--- src/rtl/gcd_initiator.sv ---
// gcd_initiator
//   Request-side controller for the Go/Done GCD engine. It takes operand pairs
//   from an upstream valid/ready stream, drives the engine's X/Y/Go inputs,
//   waits for Done and returns result A on a downstream valid/ready stream.
//   Pairs with a zero operand never reach the engine. If the engine hangs, a
//   watchdog turns the transaction into an error response.
//
// Ports
//   clk, rst                 rising-edge clock, synchronous active-high reset
//   in_valid/in_ready        operand pair handshake, in_x/in_y operands
//   X, Y, Go                 engine operands (registered) and level start/hold
//   Done, A                  engine result valid (level) and result
//   out_valid/out_ready      response handshake
//   out_gcd, out_x, out_y    result and the operands it belongs to
//   out_err                  watchdog timeout, or both operands zero
//   busy                     controller is not idle
//   count                    responses accepted downstream (wraps)
module gcd_initiator #(
  parameter int WIDTH   = 5,
  parameter int TIMEOUT = 63,
  parameter int CNT_W   = 8
) (
  input  logic             clk,
  input  logic             rst,
  input  logic             in_valid,
  output logic             in_ready,
  input  logic [WIDTH-1:0] in_x,
  input  logic [WIDTH-1:0] in_y,
  output logic [WIDTH-1:0] X,
  output logic [WIDTH-1:0] Y,
  output logic             Go,
  input  logic             Done,
  input  logic [WIDTH-1:0] A,
  output logic             out_valid,
  input  logic             out_ready,
  output logic [WIDTH-1:0] out_gcd,
  output logic [WIDTH-1:0] out_x,
  output logic [WIDTH-1:0] out_y,
  output logic             out_err,
  output logic             busy,
  output logic [CNT_W-1:0] count
);

  localparam int WD_W = (TIMEOUT < 1) ? 1 : $clog2(TIMEOUT + 1);
  // Last watchdog value while Go is high; Go is high for exactly TIMEOUT cycles.
  localparam logic [WD_W-1:0] WD_LAST = WD_W'(TIMEOUT - 1);

  typedef enum logic [1:0] {IDLE, ISSUE, RESP, DRAIN} state_t;

  state_t          state;
  logic [WD_W-1:0] wd;

  always_ff @(posedge clk) begin
    if (rst) begin
      state     <= IDLE;
      Go        <= 1'b0;
      X         <= '0;
      Y         <= '0;
      out_valid <= 1'b0;
      out_gcd   <= '0;
      out_x     <= '0;
      out_y     <= '0;
      out_err   <= 1'b0;
      count     <= '0;
      busy      <= 1'b0;
      in_ready  <= 1'b1;
      wd        <= '0;
    end else begin
      case (state)
        IDLE: begin
          if (in_valid) begin
            X        <= in_x;
            Y        <= in_y;
            out_x    <= in_x;
            out_y    <= in_y;
            in_ready <= 1'b0;
            busy     <= 1'b1;
            if (in_x != '0 && in_y != '0) begin
              state <= ISSUE;
              // After a reset mid-transaction the engine may still be holding
              // a stale Done. Go is only raised once Done has been seen low;
              // otherwise ISSUE waits with Go low until Done drops.
              Go    <= !Done;
              wd    <= '0;
            end else begin
              // Zero bypass: gcd(0,v) = v, and gcd(0,0) is reported as an error.
              state     <= RESP;
              out_valid <= 1'b1;
              out_gcd   <= (in_x == '0) ? in_y : in_x;
              out_err   <= (in_x == '0) && (in_y == '0);
            end
          end
        end

        ISSUE: begin
          if (!Go) begin
            // Waiting out a stale Done left over from before a reset.
            if (!Done) begin
              Go <= 1'b1;
              wd <= '0;
            end
          end else if (Done) begin
            Go        <= 1'b0;
            out_gcd   <= A;
            out_err   <= 1'b0;
            out_valid <= 1'b1;
            state     <= RESP;
          end else if (wd == WD_LAST) begin
            Go        <= 1'b0;
            out_gcd   <= '0;
            out_err   <= 1'b1;
            out_valid <= 1'b1;
            state     <= RESP;
          end else begin
            wd <= wd + WD_W'(1);
          end
        end

        RESP: begin
          if (out_ready) begin
            out_valid <= 1'b0;
            count     <= count + CNT_W'(1);
            state     <= DRAIN;
          end
        end

        DRAIN: begin
          // The engine must show Done low with Go low before the next issue.
          if (!Done) begin
            state    <= IDLE;
            in_ready <= 1'b1;
            busy     <= 1'b0;
          end
        end

        default: begin
          state     <= IDLE;
          Go        <= 1'b0;
          out_valid <= 1'b0;
          in_ready  <= 1'b1;
          busy      <= 1'b0;
        end
      endcase
    end
  end

endmodule
--- config.mk ---
export PLATFORM = sky130hd
export DESIGN_NAME = gcd_initiator
export DESIGN_NICKNAME = d
export VERILOG_FILES = /design/src/rtl/gcd_initiator.sv
export SDC_FILE = /design/constraint.sdc
export NUM_CORES = 1
export LEC_CHECK = 0
export BUFFER_PORTS_ARGS = -buffer_cell sky130_fd_sc_hd__buf_2
export CORE_AREA = 4 4 85 87
export CTS_BUF_LIST = sky130_fd_sc_hd__clkbuf_8
export DETAILED_ROUTE_END_ITERATION = 6
export DIE_AREA = 0 0 89 91
export GPL_TIMING_DRIVEN = 1
export SYNTH_ARGS = -nofsm -noshare
export SYNTH_HDL_FRONTEND = slang
export SYNTH_SLANG_ARGS = --single-unit
--- constraint.sdc ---
create_clock -name clk -period 2.1 [get_ports clk]
set_input_delay 0.315 -clock clk [delete_from_list [all_inputs] [get_ports clk]]
set_output_delay 0.315 -clock clk [all_outputs]
set_load 0.005 [all_outputs]
==> flow_summary_export.csv <==
group,metric,value,unit
finish,multi_input_area,0.001008,mm²
setup_path,reg2reg_from,"state[0]$_SDFFE_PP0P_",
routing,wl_per_cell,12.92,µm
synthesis,synth_seq_cells,36,
setup_path,max_stage_delay,380,ps
routing,antenna_left,0,
sta,report.final.slew_viol_count,0,
sta,post-route-period-util,93.23,%
setup_path,cp.required,2310,ps
synthesis,ys_seq_area_share,38.25,%
setup_path,critPathBufInv,2,
finish,seq_area,720.7,µm²
setup_path,crit_arrival,2170,ps
routing,drc,0,
finish,layout_commonest_cell,"buf_2",
clock_tree,cts_made_buffers,5,
global_route,grt_overflow,0,
die,fp-row-count,29,
sta,tightest_slew,542.7,ps
routing,via_per_inst,4.836,
setup_path,cp_slowest_cell,"dfxtp_1",
place,gp_congestion,0.8158,
setup_path,r2r_cells,8,
outcome,outcome,"completed",
clock_tree,clock_latency,280,ps
power,power_density,1035,mW/mm²
finish,finalInstanceArea,0.002308,mm²
clock_tree,h-tree-depth,2,
finish,diodes,0,
die,ioPinCount,58,
synthesis,synthesis.area,0.001884,mm²
setup_path,path_class,"register to register",
synthesis,yosys.area_share.simple,24.30,%
global_route,grt_first_pass_wirelength,7672,µm
power,power_leakage,1.055,nW
setup_path,worstSetupEndpointType,"register",
setup_path,start_kind,"register",
clock_tree,postCtsHoldBufs,0,
finish,nNetsFinal,310,
place,post_dp_cell_area,0.002171,mm²
clock_tree,cts.sink_count,36,
setup_path,timing.rr.end,"wd[1]$_SDFFE_PP0P_",
synthesis,synth_fa_ha_area_share,5.312,%
finish,drive_gt1_share,27.92,%
sta,finalHoldViolCount,0,
die,dieArea,0.008099,mm²
die,die_w,89,µm
hold_path,worstHoldPathType,"input port to register",
clock_tree,cts_tree,"done",
clock_tree,clk_path_buf_depth,2,
sta,worst_slack,142.3,ps
hold_path,min-delay-start,"in_y[3]",
die,die_y,91,µm
hold_path,min_to,"out_y[3]$_SDFFE_PP0P_",
synthesis,syn_avg_cell_area,8.087,µm²
setup_path,worstPathCellList,"inv_1, ha_1, nor2b_4, a31oi_1, nand3_2, buf_4, or3_1, a21oi_1",
place,dp_worst_setup_slack,98.93,ps
global_route,antenna_found_initial,0,
finish,nFillCells,654,
synthesis,netlist_instances,233,
die,coreArea,0.006350,mm²
synthesis,synth_xor_area_share,3.254,%
finish,mostFrequentLayoutCells,"buf_2, dfxtp_1, nand2_1, a21oi_1, nor2_1",
synthesis,synth_mux_area_share,3.187,%
routing,drt_pass1_iterations,4,
sta,relSlewSlack,63.68,%
job,max_cap_violations,0,
global_route,grt_pass1_vias,1654,
routing,vias,1741,
clock_tree,cts.reportedPaths.clkPinSlew,70,ps
sta,grt_setup_unrepaired,"no",
synthesis,synth_cell_type_count,39,
synthesis,yosysTopAreaCell,"dfxtp_1",
setup_path,critPathMaxFanout,9,
clock_tree,cts_root_buf,"clkbuf_8",
sta,fin_crit,1958,ps
setup_path,reg2reg_setup_slack,140,ps
power,ir_drop,0.4223,mV
place,numPortBuffers,57,
synthesis,synth_top_area_share,38.25,%
place,hpwlAfterDp,3661,µm
routing,drt-initial-drc-count,76,
global_route,grt_max_degree,21,
hold_path,hold_depth,3,
routing,wl,4650,µm
synthesis,synth.area.top_cells,"dfxtp_1, nand2_1, a21oi_1",
synthesis,synth.net_count,261,
sta,skew,4.355,ps
finish,area_growth_syn_to_layout,22.51,%
die,initial_core_util,29.67,%
sta,fmax,510.8,MHz
synthesis,synth_compound_area_share,17.26,%
sta,setup_tns,0,ps
synthesis,synth_warnings,0,
synthesis,synth_top_family_by_area,"simple AND/OR/NAND/NOR gates",
setup_path,crit_family,"simple AND/OR/NAND/NOR gates",
sta,setup_violations,0,
global_route,grt.total_usage,12.00,%
-- registers in the layout (all words and copies together) (netlist names), 2 cells and up --
| name | cells |
|---|---|
| out_gcd | 5 |
| out_y | 5 |
| count | 8 |
| wd | 6 |
| out_x | 5 |
| state | 2 |
-- power breakdown --
group	total, W	internal (W)	switching, W
logic	0.000880	0.000379	0.000500
registers	0.000856	0.000784	0.0000726
clock network	0.000654	0.000419	0.000236
total	0.00239	0.00158	0.000809
-- synthesized netlist by cell type --
| cell type | instances |
|---|---|
| nand2_2 | 1 |
| xnor2_1 | 1 |
| nor2b_1 | 2 |
| nor3_1 | 1 |
| clkbuf_1 | 8 |
| a31oi_1 | 10 |
| nand3_2 | 1 |
| o21bai_1 | 1 |
| and2_0 | 1 |
| a211oi_1 | 1 |
| nor2_1 | 22 |
| xor2_1 | 6 |
| mux2i_1 | 6 |
| nor2b_4 | 1 |
| buf_6 | 2 |
| dfxtp_1 | 36 |
| a21oi_1 | 23 |
| nand2b_1 | 2 |
| o31ai_1 | 2 |
| or3_1 | 3 |
| o2111ai_1 | 1 |
| nand2_1 | 32 |
| or4b_1 | 1 |
| or4_1 | 3 |
| nand4_1 | 3 |
| inv_1 | 7 |
| a2bb2oi_2 | 1 |
| and3_1 | 3 |
| buf_2 | 1 |
| and2b_2 | 1 |
| o21ai_0 | 12 |
| nor3_4 | 1 |
| buf_4 | 10 |
| nand3_1 | 15 |
| a311oi_1 | 1 |
| o211a_1 | 1 |
| ha_1 | 8 |
| o211ai_1 | 1 |
| a21o_1 | 1 |
-- repair_timing --
item,in CTS,in global routing
setup buffers,0,1
endpoints found under the setup margin,0,8
gates resized for setup,0,2
-- cells by family (layout without fill, tap and decap cells) --
kind of cell             count (synthesis)  count (layout)
AO/OA/AOI/OAI                           55              55
multiplexers                             6               6
XOR/XNOR                                 7               7
flip-flops                              36              36
adder cells (fa/ha/maj)                  8               8
buffers and inverters                   28              78
AND/OR/NAND/NOR                         93              93
-- per-layer routing --
metal | share of wire, % | vias to the layer above | track usage, %
li1 | - | 899 | -
met1 | 44 | 798 | 14.21
met2 | 47 | 40 | 19.31
met3 | 7.9 | 4 | 4.615
met4 | 1.3 | 0 | 4.839
met5 | 0 | - | 0
-- metrics by stage --
step | total power [W] | hold slack (ps) | std cells | util [%]
after floorplan | 0.001531 | 451.0 | 233 | -
after global placement | 0.001718 | 456.6 | 351 | 34.19
after detailed placement | 0.001732 | 464.5 | 351 | 34.19
after CTS | 0.002402 | 280.6 | 359 | 36.18
after global routing | 0.002582 | 288.2 | 360 | 36.35
final | 0.002390 | 300.2 | 360 | 36.35
-- area by class of cell --
| type | instances | area share [%] |
|---|---|---|
| clock buffer | 7 | 4.173 |
| clock inverter | 1 | 1.301 |
| inverter | 7 | 1.138 |
| multi-input combinational | 169 | 43.69 |
| sequential | 36 | 31.22 |
| tap | 77 | 4.173 |
| timing repair buffer | 63 | 14.31 |
-- tightest hold or removal path: stages --
cell and delay (ps):
buf_2 120, nand2_1 50, a21oi_1 50
-- how the worst max path moves through the flow --
stage                                     start                  to  slack (ps)  cells after the start
after floorplan           state[0]$_SDFFE_PP0P_  wd[4]$_SDFFE_PP0P_         230                      8
after global placement    state[0]$_SDFFE_PP0P_  wd[5]$_SDFFE_PP0P_         140                      7
after detailed placement  state[1]$_SDFFE_PP0P_  wd[4]$_SDFFE_PP0P_         100                      7
after CTS                 state[0]$_SDFFE_PP0P_  wd[5]$_SDFFE_PP0P_          80                      7
after global routing      state[0]$_SDFFE_PP0P_  wd[3]$_SDFFE_PP0P_           2                      7
final                     state[0]$_SDFFE_PP0P_  wd[1]$_SDFFE_PP0P_         140                      8
Note: power is estimated with default switching activity, not from simulation.
